### src/rtl/svo_pattern_stream.sv
// svo_pattern_stream -- test-pattern video source, one active frame at a time,
// presented as a valid/ready pixel stream with a start-of-frame flag.
//
// Ports:
//   clk              pixel clock
//   resetn           asynchronous active-low reset (pixel domain, synchronised)
//   pattern_sel[1:0] 0 colour bars, 1 checkerboard, 2 gradient, 3 frame-count solid
//   out_axis_tvalid  pixel valid (high from first edge after reset, never drops)
//   out_axis_tready  sink ready
//   out_axis_tdata   {R,G,B} for the current (x,y)
//   out_axis_tuser   high on pixel (0,0)
//   frame_count      completed frames, modulo 2^16
//
// Optional feature macro: SVO_PATTERN_OVERLAY_EN -- bouncing 64x64 white box
// overlaid on every pattern (needs H_ACTIVE >= 64 and V_ACTIVE >= 64).
//
// Outputs are registered: the next (x,y) state is computed combinationally and
// the pixel for it is registered on the same edge, so tdata/tuser always
// describe the registered (x,y).

module svo_pattern_stream #(
    parameter int H_ACTIVE = 1280,
    parameter int V_ACTIVE = 720
) (
    input  logic        clk,
    input  logic        resetn,
    input  logic [1:0]  pattern_sel,
    output logic        out_axis_tvalid,
    input  logic        out_axis_tready,
    output logic [23:0] out_axis_tdata,
    output logic        out_axis_tuser,
    output logic [15:0] frame_count
);

    // Bar width; constant, so no hardware divider.
    localparam int SEG = H_ACTIVE / 8;

    logic [11:0] x, y, bar_cnt;
    logic [2:0]  bar;
    logic [1:0]  pat;

    logic [11:0] nx, ny, nbar_cnt;
    logic [2:0]  nbar;
    logic [1:0]  npat;
    logic [15:0] nfc;
    logic [23:0] npix;
    logic        last_x, last_y;

    function automatic logic [23:0] pattern_pix(
        input logic [1:0]  p,
        input logic [11:0] px,
        input logic [11:0] py,
        input logic [2:0]  b,
        input logic [7:0]  fc
    );
        logic [23:0] r;
        r = 24'h000000;
        case (p)
            2'd0: begin
                case (b)
                    3'd0: r = 24'hFFFFFF;
                    3'd1: r = 24'hFFFF00;
                    3'd2: r = 24'h00FFFF;
                    3'd3: r = 24'h00FF00;
                    3'd4: r = 24'hFF00FF;
                    3'd5: r = 24'hFF0000;
                    3'd6: r = 24'h0000FF;
                    default: r = 24'h000000;
                endcase
            end
            2'd1: r = (px[5] ^ py[5]) ? 24'hFFFFFF : 24'h000000;
            2'd2: r = {px[7:0], py[7:0], px[7:0] ^ py[7:0]};
            default: r = {fc, 8'h80, ~fc};
        endcase
        return r;
    endfunction

`ifdef SVO_PATTERN_OVERLAY_EN
    localparam logic [11:0] BX_MAX = 12'(H_ACTIVE - 64);
    localparam logic [11:0] BY_MAX = 12'(V_ACTIVE - 64);

    logic [11:0] bx, by, nbx, nby;
    logic        bx_up, by_up, nbx_up, nby_up;
    logic        in_box;
`endif

    assign last_x = (x == 12'(H_ACTIVE - 1));
    assign last_y = (y == 12'(V_ACTIVE - 1));

    always_comb begin
        nx       = x;
        ny       = y;
        nbar     = bar;
        nbar_cnt = bar_cnt;
        npat     = pat;
        nfc      = frame_count;
`ifdef SVO_PATTERN_OVERLAY_EN
        nbx      = bx;
        nby      = by;
        nbx_up   = bx_up;
        nby_up   = by_up;
`endif
        if (!out_axis_tvalid) begin
            // First edge out of reset: present (0,0) and latch the pattern.
            nx       = '0;
            ny       = '0;
            nbar     = '0;
            nbar_cnt = '0;
            npat     = pattern_sel;
        end else if (out_axis_tready) begin
            if (last_x) begin
                nx       = '0;
                nbar     = '0;
                nbar_cnt = '0;
                if (last_y) begin
                    ny   = '0;
                    nfc  = frame_count + 16'd1;
                    // Only ever re-latched at a frame boundary.
                    npat = pattern_sel;
`ifdef SVO_PATTERN_OVERLAY_EN
                    nbx = bx_up ? bx + 12'd1 : bx - 12'd1;
                    nby = by_up ? by + 12'd1 : by - 12'd1;
                    if (nbx == BX_MAX || nbx == 12'd0) nbx_up = ~bx_up;
                    if (nby == BY_MAX || nby == 12'd0) nby_up = ~by_up;
`endif
                end else begin
                    ny = y + 12'd1;
                end
            end else begin
                nx = x + 12'd1;
                if (bar_cnt == 12'(SEG - 1)) begin
                    nbar_cnt = '0;
                    nbar     = bar + 3'd1;
                end else begin
                    nbar_cnt = bar_cnt + 12'd1;
                end
            end
        end

        npix = pattern_pix(npat, nx, ny, nbar, nfc[7:0]);
`ifdef SVO_PATTERN_OVERLAY_EN
        in_box = ({1'b0, nx} >= {1'b0, nbx}) && ({1'b0, nx} < {1'b0, nbx} + 13'd64) &&
                 ({1'b0, ny} >= {1'b0, nby}) && ({1'b0, ny} < {1'b0, nby} + 13'd64);
        if (in_box) npix = 24'hFFFFFF;
`endif
    end

    always_ff @(posedge clk or negedge resetn) begin
        if (!resetn) begin
            out_axis_tvalid <= 1'b0;
            out_axis_tdata  <= '0;
            out_axis_tuser  <= 1'b0;
            frame_count     <= '0;
            x               <= '0;
            y               <= '0;
            bar             <= '0;
            bar_cnt         <= '0;
            pat             <= '0;
`ifdef SVO_PATTERN_OVERLAY_EN
            bx              <= '0;
            by              <= '0;
            bx_up           <= 1'b1;
            by_up           <= 1'b1;
`endif
        end else begin
            out_axis_tvalid <= 1'b1;
            out_axis_tdata  <= npix;
            out_axis_tuser  <= (nx == 12'd0) && (ny == 12'd0);
            frame_count     <= nfc;
            x               <= nx;
            y               <= ny;
            bar             <= nbar;
            bar_cnt         <= nbar_cnt;
            pat             <= npat;
`ifdef SVO_PATTERN_OVERLAY_EN
            bx              <= nbx;
            by              <= nby;
            bx_up           <= nbx_up;
            by_up           <= nby_up;
`endif
        end
    end

endmodule

### config.mk
export PLATFORM = sky130hd
export DESIGN_NAME = svo_pattern_stream
export DESIGN_NICKNAME = d
export VERILOG_FILES = /design/src/rtl/svo_pattern_stream.sv
export SDC_FILE = /design/constraint.sdc
export NUM_CORES = 1
export LEC_CHECK = 0
export CAP_MARGIN = 0
export CORE_ASPECT_RATIO = 0.5
export CORE_MARGIN = 5
export CORE_UTILIZATION = 30
export CTS_CLUSTER_SIZE = 8
export DETAILED_ROUTE_END_ITERATION = 8
export PLACE_DENSITY = 0.46
export SYNTH_ARGS = -nofsm -noshare
export SYNTH_HDL_FRONTEND = slang
export SYNTH_SLANG_ARGS = --single-unit
### constraint.sdc
create_clock -name clk -period 5.8 [get_ports clk]
set_input_delay 0.58 -clock clk [delete_from_list [all_inputs] [get_ports clk]]
set_output_delay 0.58 -clock clk [all_outputs]
set_load 0.1 [all_outputs]
Word level (Yosys, flattened, before mapping)
Cells that the tools add are included.

operators by class
  reduce and logical (&&, ||, !) cells = 6
  $add $sub $neg = 5
  eq/ne operators = 12
  bitwise logic cells = 3
  muxes and demuxes = 26

operators by type and width
  operator                 number
  $pmux W24 S7             1
  $mux W12                 11
  $pmux W24 S3             1
  $add A12 B1 Y12 const B  3
  $mux W8                  4
  $logic_not A12 Y1        2
  $mux W24                 1
  $add A16 B1 Y16 const B  1
  $eq A12 B10 Y1 const B   1
  $eq A12 B11 Y1 const B   1
  $eq A12 B8 Y1 const B    1
  $mux W3                  4
  $eq A3 B3 Y1 const B     3
  $mux W2                  4
  $not A8 Y8               1
  $xor A8 B8 Y8            1
  $eq A3 B2 Y1 const B     2
  $reduce_and A4 Y1        1
  $add A3 B1 Y3 const B    1
  $eq A3 B1 Y1 const B     1
  $logic_not A3 Y1         1
  $eq A2 B1 Y1 const B     1
  $eq A2 B2 Y1 const B     1
  $logic_not A2 Y1         1
  3 further kinds          3

storage, ports and cells
  register bits = 83
  output and inout bits = 42
  bits of input ports = 5

Logic depth before layout (Yosys ltp)
Gate-level depths: netlist (run 1).

  word-level depth = 8
  gate-level depth with buffers = 11
  gate-level depth less buffers = 9

Least setup slack after synthesis (run 1)
No wires, ideal clock.

  kind = register to register
  start point = register out_axis_tvalid
  end point = register out_axis_tdata[5]
  setup slack = 3.006 ns
  arrival = 2.663 ns
  library setup time = 0.131 ns
  clock period less this slack = 2.794 ns
  stages on the path, launching flop included = 7
  cell sequence = dfrtp_1 > clkinv_1 > nor2_1 > a41oi_2 > xnor2_2 > maj3_1 > a2bb2oi_1

between the ends
  cells in the longest elaborated chain, start to end = 4
  elaborated cells between the ends (all ways) = 21
  those cells by class = 8 x eq/ne; 8 x mux; 3 x bitwise; 2 x reduce/logical

ends and longest elaborated chain
  element                                     line    text
  from (decl)                                 28      output logic out_axis_tvalid,
  from (signal assigned)                      150     out_axis_tvalid <= 1'b0;
  from (signal assigned)                      166     out_axis_tvalid <= 1'b1;
  $mux W3 or $mux W12 (tied branches)         103     if (!out_axis_tvalid) begin
  $eq A3 B3 Y1, or another cell as far along  60      case (b)
  $pmux W24 S7 or $mux W24 (tied branches)    60, 71
  $pmux W24 S3 (*)                            58      case (p)
  via npix[5]                                 46      logic [23:0] npix;
  to (signal assigned)                        167     out_axis_tdata <= npix;
  to (decl)                                   30      output logic [23:0] out_axis_tdata,

Mark *: on every way through the listed nets, which the timed path passes. The rest lies on a longest branch.
A chain may end at the register's enable or synchronous reset.

Worst setup path after layout (run 1)
  start point = input out_axis_tready
  end point = register out_axis_tdata[3]

between the ends
  cells in the longest elaborated chain, start to end = 5
  elaborated cells between the ends (all ways) = 26
  those cells by class = 8 x eq/ne; 13 x mux; 3 x bitwise; 2 x reduce/logical

ends and longest elaborated chain
  element                                     line    text
  from (decl)                                 29      input logic out_axis_tready,
  $mux W3 or $mux W12 (tied branches)         110     end else if (out_axis_tready) begin
  $mux W3 or $mux W12 (tied branches)         103
  $eq A3 B3 Y1, or another cell as far along  60
  $pmux W24 S7 or $mux W24 (tied branches)    60, 71
  $pmux W24 S3 (*)                            58
  via npix[3]                                 46

Marks and branches as above.

==> flow_metrics.tcl, run 1 <==
set metrics [dict create \
    synth_top_area_share_pct 47.8 \
    cp_num_cells 8 \
    placementRows 31 \
    dp.cells 677 \
    diodes 0 \
    timing.final.ws_setup_ns 1.85 \
    cts_hold_buf 0 \
    finalSetupTns_ns 0 \
    synth_edf_count 0 \
    r2r_cells 8 \
    wl_mm 11.9 \
    critPathBufInv 2 \
    path_class "in2reg" \
    rsz0062_at_grt "no" \
    post_cts_resized 0 \
    rrSetupSlack_ns 2.26 \
    worst_pin_slew_ns 0.986 \
    nNetsFinal 500 \
    grt_overflow 0 \
    finalCritPeriodShare_pct 68.2 \
    crit_family "buffers and inverters" \
    port_buffers 46 \
    htreeDepth 3 \
    leakage_nw 2.26 \
    outcome "finished, final reports clean" \
    cp-end-kind "flop" \
    finalHoldViolations 0 \
    vias_per_cell 5.06 \
    fin_cells 693 \
    worstPathCellList "clkdlybuf4s50_1, and4_1, nand4_1, o21ai_0, mux2i_1, inv_2, o31ai_2, a21oi_1" \
    path_clk_slew_ns 0.06 \
    yosysSeqAreaShare_pct 47.8 \
    cts_tree "built" \
    reg2reg_to "out_axis_tdata[3]" \
    post_dp_cell_area_um2 5030 \
    drtIter0Drc 281 \
    place.gp.congestion 0.830 \
    ioPinCount 47 \
    wl_met1_mm 6.12 \
    ant_nets 0 \
    final_util_pct 37.3 \
    yosys_warnings 0 \
    synth_cell_types 73 \
    relSlewSlack_pct 34.1 \
    grt_antenna_before_repair 0 \
    grt_pass1_vias 3537 \
    die_w_um 180 \
    finalCriticalPeriod_ns 3.95 \
    power-per-cell-area_nw_per_um2 287 \
    maxSlewViolCount 0 \
    netlist_instances 440 \
    cts_max_path_buffers 2 \
    top_layer "met4" \
    reg2reg_from "x[0]" \
    wl_met3_um 624 \
    routedWlPerCell_um 17.2 \
    synth_nets 450 \
    critical_path.max_stage_delay_ns 0.81 \
    arrival_ns 4.17 \
    grt_usage_pct 14.9 \
    synthFlopType "dfrtp_1" \
    fp.coreArea_um2 14300 \
    vias 3508 \
    grt_max_degree 60 \
    cap_violations 0 \
    post_cts_buffers 0 \
    avgSynthCellArea_um2 9.88 \
    numCtsBuffers 9 \
    clk_latency_ns 0.34 \
    hold_class "in2async" \
    finalSetupViolations 0 \
    worstPathMaxFanout 14 \
    drtPass1Iterations 4 \
    pre_cts_ws_ns 1.52 \
    num-fill-cells 1425 \
    cp.required_ns 6.01 \
    dieArea_um2 17100 \
    slowest_stage "clkdlybuf4s50_1" \
    ys_seq_elements 83 \
    area_growth_syn_to_layout_pct 22.7 \
    start_util_pct 30.4 \
    ir_drop_mv 0.140 \
    design_area_um2 5330 \
    fmax_mhz 253 \
    crit_path_start_kind "input port" \
    skew_ns 0.00780 \
    cts_root_buf "clkbuf_16" \
    syn_area_um2 4350 \
    dp_hpwl_mm 8.70 \
    drc 0 \
    cts_sinks 83 \
    synth_area_leaders "dfrtp_1 (48%), o21ai_0 (4.4%), xnor2_1 (4.2%)" \
    grt_pass1_wl_mm 20.0 \
    drive_above_1_share_pct 10.5 \
    async_flop_share_pct 100 \
    fp.dieH_um 95.1 \
    met2_length_mm 5.02 \
    yosysTopAreaCell "dfrtp_1" \
]
worst reg2reg max path, delay by kind of cell, from the launching register on:
family	cells	cell delay [ns]
buf+inv	1	0.28
flops	1	0.40
simple gates	2	0.69
compound gates	3	0.99
mux	1	0.76
fa+ha+maj	1	0.28
sequential cells by signal (all words and copies together), names as in the netlist:
signal	count
bar	3
out_axis_tdata	24
out_axis_tuser	1
y	12
out_axis_tvalid	1
frame_count	16
pat	2
bar_cnt	12
x	12
area by class of cell:
cell class | count | area [um^2] | area share (%)
multi-input combinational | 329 | 2150 | 40.4
sequential | 83 | 2080 | 38.9
timing repair buffer | 50 | 488 | 9.15
tap | 198 | 248 | 4.64
clock buffer | 10 | 239 | 4.48
clock inverter | 6 | 65.1 | 1.22
inverter | 17 | 63.8 | 1.20
worst max path at each step:
stage	slack (ns)	start	end
final	1.85	out_axis_tready	out_axis_tdata[3]
after global routing	1.43	out_axis_tready	out_axis_tdata[1]
after CTS	1.90	out_axis_tready	out_axis_tdata[3]
after detailed placement	1.52	out_axis_tready	out_axis_tdata[3]
after global placement	1.62	out_axis_tready	out_axis_tdata[1]
after floorplan	3.01	out_axis_tvalid	out_axis_tdata[5]
cell families (layout without fill, tap and decap cells):
group	after synthesis	after routing	synth area share, %
buffers and inverters	28	83	2.68
AND/OR/NAND/NOR	191	191	24.2
flip-flops	83	83	47.8
other	1	1	0.0863
XOR/XNOR	37	37	7.63
multiplexers	6	6	1.70
AO/OA/AOI/OAI	88	88	14.3
adder cells (fa/ha/maj)	6	6	1.67
cells in the mapped netlist, types with 6 or more instances:
| library cell | n |
|---|---|
| clkbuf_1 | 9 |
| a21oi_1 | 11 |
| nor4_1 | 6 |
| nand4_1 | 15 |
| nor2_1 | 34 |
| xor2_1 | 15 |
| and3_1 | 9 |
| nand2_1 | 47 |
| xnor2_1 | 21 |
| nand3_1 | 25 |
| dfrtp_1 | 83 |
| nor3_1 | 11 |
| o21ai_0 | 38 |
| inv_1 | 14 |
report_power, final:
part,switching [mW],internal [mW],total [mW]
registers,0.0134,0.607,0.620
clock network,0.245,0.345,0.590
logic,0.252,0.0676,0.319
through the flow:
step	hold slack [ns]	power [mW]
after detailed placement	0.467	0.954
after CTS	0.140	1.55
after global placement	0.458	0.954
after floorplan	0.284	0.862
final	0.133	1.53
after global routing	0.170	1.59
per-layer routing:
metal	global-route usage, %	vias to the layer above
li1	-	1692
met1	21.7	1720
met2	22.1	84
met3	3.47	12
met4	4.15	0
met5	0	-
cell usage in the layout (no fill, tap or decap), drive strengths merged, types with 2 or more instances in the layout:
cell,Yosys,routed
dfrtp,83,83
nand2,47,47
clkdlybuf4s50,0,45
o21ai,39,39
nor2,37,37
nand3,25,25
xnor2,22,22
nand4,16,16
inv,16,16
xor2,15,15
nor3,12,12
a21oi,12,12
clkbuf,9,10
and3,9,9
nor4,9,9
and4,5,5
nand2b,5,5
a31oi,5,5
ha,5,5
buf,2,5
or3,5,5
and2,5,5
o31ai,5,5
o211ai,5,5
nor3b,4,4
mux2i,4,4
clkinvlp,0,4
nor2b,3,3
o41ai,3,3
a2bb2oi,2,2
a22oi,2,2
nand3b,2,2
clkinv,1,2
a41oi,2,2
nor4b,2,2
No activity file was read; power rests on OpenSTA's default activity.
==> inputs of run 2 (changes only) <==
clock period = 3.8 ns   (was 5.8 ns; I/O delays follow)
==> run 2 against run 1 <==
  * Largest cell class unchanged
  * First-iteration DRC count up 22%
  * Highest routed layer unchanged
  * Wire length up 1.3%
  * Power up 56%
  * Global-route usage down 0.26 points
  * Largest power group is now clock
  * Utilization up 0.63 points
  * Clock skew up 0.0027 ns
==> flow_metrics.tcl, run 2 (same netlist as run 1, synthesis figures left out) <==
set metrics [dict create \
    design_area_um2 5420 \
    cp-end-kind "flop" \
    ir_drop_mv 0.217 \
    drtPass1Iterations 5 \
    path_clk_slew_ns 0.06 \
    layout_common_cells "dfrtp_1 (83), nand2_1 (47), clkdlybuf4s50_1 (45)" \
    cts_tree "built" \
    grt_usage_pct 14.6 \
    numCtsBuffers 9 \
    cts_root_buf "clkbuf_16" \
    routedWlPerCell_um 17.1 \
    multi_input_area_um2 2150 \
    slowest_stage "o41ai_4" \
    grt_antenna_before_repair 0 \
    post_cts_buffers 0 \
    wl_mm 12.1 \
    port_buffers 46 \
    leakage_nw 2.33 \
    worstPathCellList "ha_1, nand4_1, o41ai_4, buf_4, nor2_4, or3_1, nor4_2, nand4_1, nor4b_2" \
    p_total_mw 2.39 \
    drc 0 \
    fp.coreArea_um2 14300 \
    fin_cells 703 \
    area_growth_syn_to_layout_pct 24.8 \
    hold_class "in2async" \
    outcome "finished, final reports clean" \
    wl_met1_mm 6.34 \
    top_layer "met4" \
    top_register "out_axis_tdata" \
    finalHoldViolations 0 \
    ioPinCount 47 \
    nNetsFinal 510 \
    vias 3582 \
    diodes 0 \
    cts_sinks 83 \
    cpMostUsedCell "nand4_1" \
    largest_register_ffs 24 \
    vias_per_cell 5.10 \
    critical_path.max_stage_delay_ns 0.43 \
    cp.required_ns 4.05 \
    fmax_mhz 328 \
    clk_latency_ns 0.35 \
    drtIter0Drc 342 \
    rsz0062_at_grt "no" \
    relSlewSlack_pct 34.1 \
    crit_path_start_kind "flop" \
    fp.dieH_um 95.1 \
    wl_met3_um 559 \
    num-fill-cells 1408 \
    finalSetupViolations 0 \
    grt_pass1_wl_mm 19.6 \
    start_util_pct 30.4 \
    die_w_um 180 \
    power-per-cell-area_nw_per_um2 441 \
    worstPathMaxFanout 10 \
    maxSlewViolCount 0 \
    drive_above_1_share_pct 12.1 \
    ant_nets 0 \
    cap_violations 0 \
    cts_max_path_buffers 2 \
    finalCritPeriodShare_pct 80.3 \
    grt_overflow 0 \
    top_regs "out_axis_tdata (24), frame_count (16)" \
    grt_pass1_vias 3436 \
    final_common_cell "dfrtp_1" \
    worst_pin_slew_ns 0.985 \
    arrival_ns 3.30 \
    met2_length_mm 4.95 \
    skew_ns 0.0105 \
    finalSetupTns_ns 0 \
    post_dp_cell_area_um2 5100 \
    htreeDepth 3 \
    dp.cells 687 \
    place.gp.congestion 0.821 \
    seq_area_um2 2080 \
    grt_max_degree 71 \
    dieArea_um2 17100 \
    path_class "reg2reg" \
    post_cts_resized 0 \
    dp_hpwl_mm 8.83 \
    cts_hold_buf 0 \
    placementRows 31 \
    finalCriticalPeriod_ns 3.05 \
]
[run 2: routing by layer]
metal	vias to the layer above	GRT usage (%)
li1	1722	-
met1	1761	21.7
met2	85	20.8
met3	14	3.66
met4	0	4.53
met5	-	0
[run 2: cell type report]
type,instances,area share (%)
clock buffers,10,4.22
multi-input cells,329,39.7
well taps,198,4.57
repair buffers,60,10.4
inverters,17,1.18
flip-flops and latches,83,38.3
clock inverters,6,1.66
[run 2: through the flow]
step                hold slack, ns  setup WS (ns)  utilization (%)
global placement             0.458          0.566             35.7
CTS                          0.196          0.759             37.9
floorplan                   0.0844           1.01                -
finish                       0.160          0.749             37.9
global route                 0.239          0.552             37.9
detailed placement           0.462          0.583             35.7
[run 2: worst paths after layout]
kind,depth (start not counted),end,startpoint,slack (ns)
max in group asynchronous,2,x[8],resetn,2.87
hold / removal,1,bar_cnt[6],resetn,0.16
min in group clk,1,frame_count[15],frame_count[15],0.47
hold reg to reg,1,frame_count[15],frame_count[15],0.47
setup / recovery,9,out_axis_tuser,x[1],0.75
setup reg to reg,9,out_axis_tuser,x[1],0.75
[run 2: report_power, final]
part	internal [mW]	total [mW]	leakage [nW]	switching, mW
Clock	0.577	0.954	0.153	0.376
Sequential	0.926	0.946	1.11	0.0202
Combinational	0.107	0.493	1.07	0.386
Total	1.61	2.39	2.33	0.783
[run 2: critical path: cells and delay by family, from the launching register on]
kind / cells / cell delay (ns)
buffers and inverters: 1 / 0.27
and+or+nand+nor: 6 / 1.57
DFF: 1 / 0.41
AOI/OAI and AO/OA: 1 / 0.43
adders and majority gates: 1 / 0.29
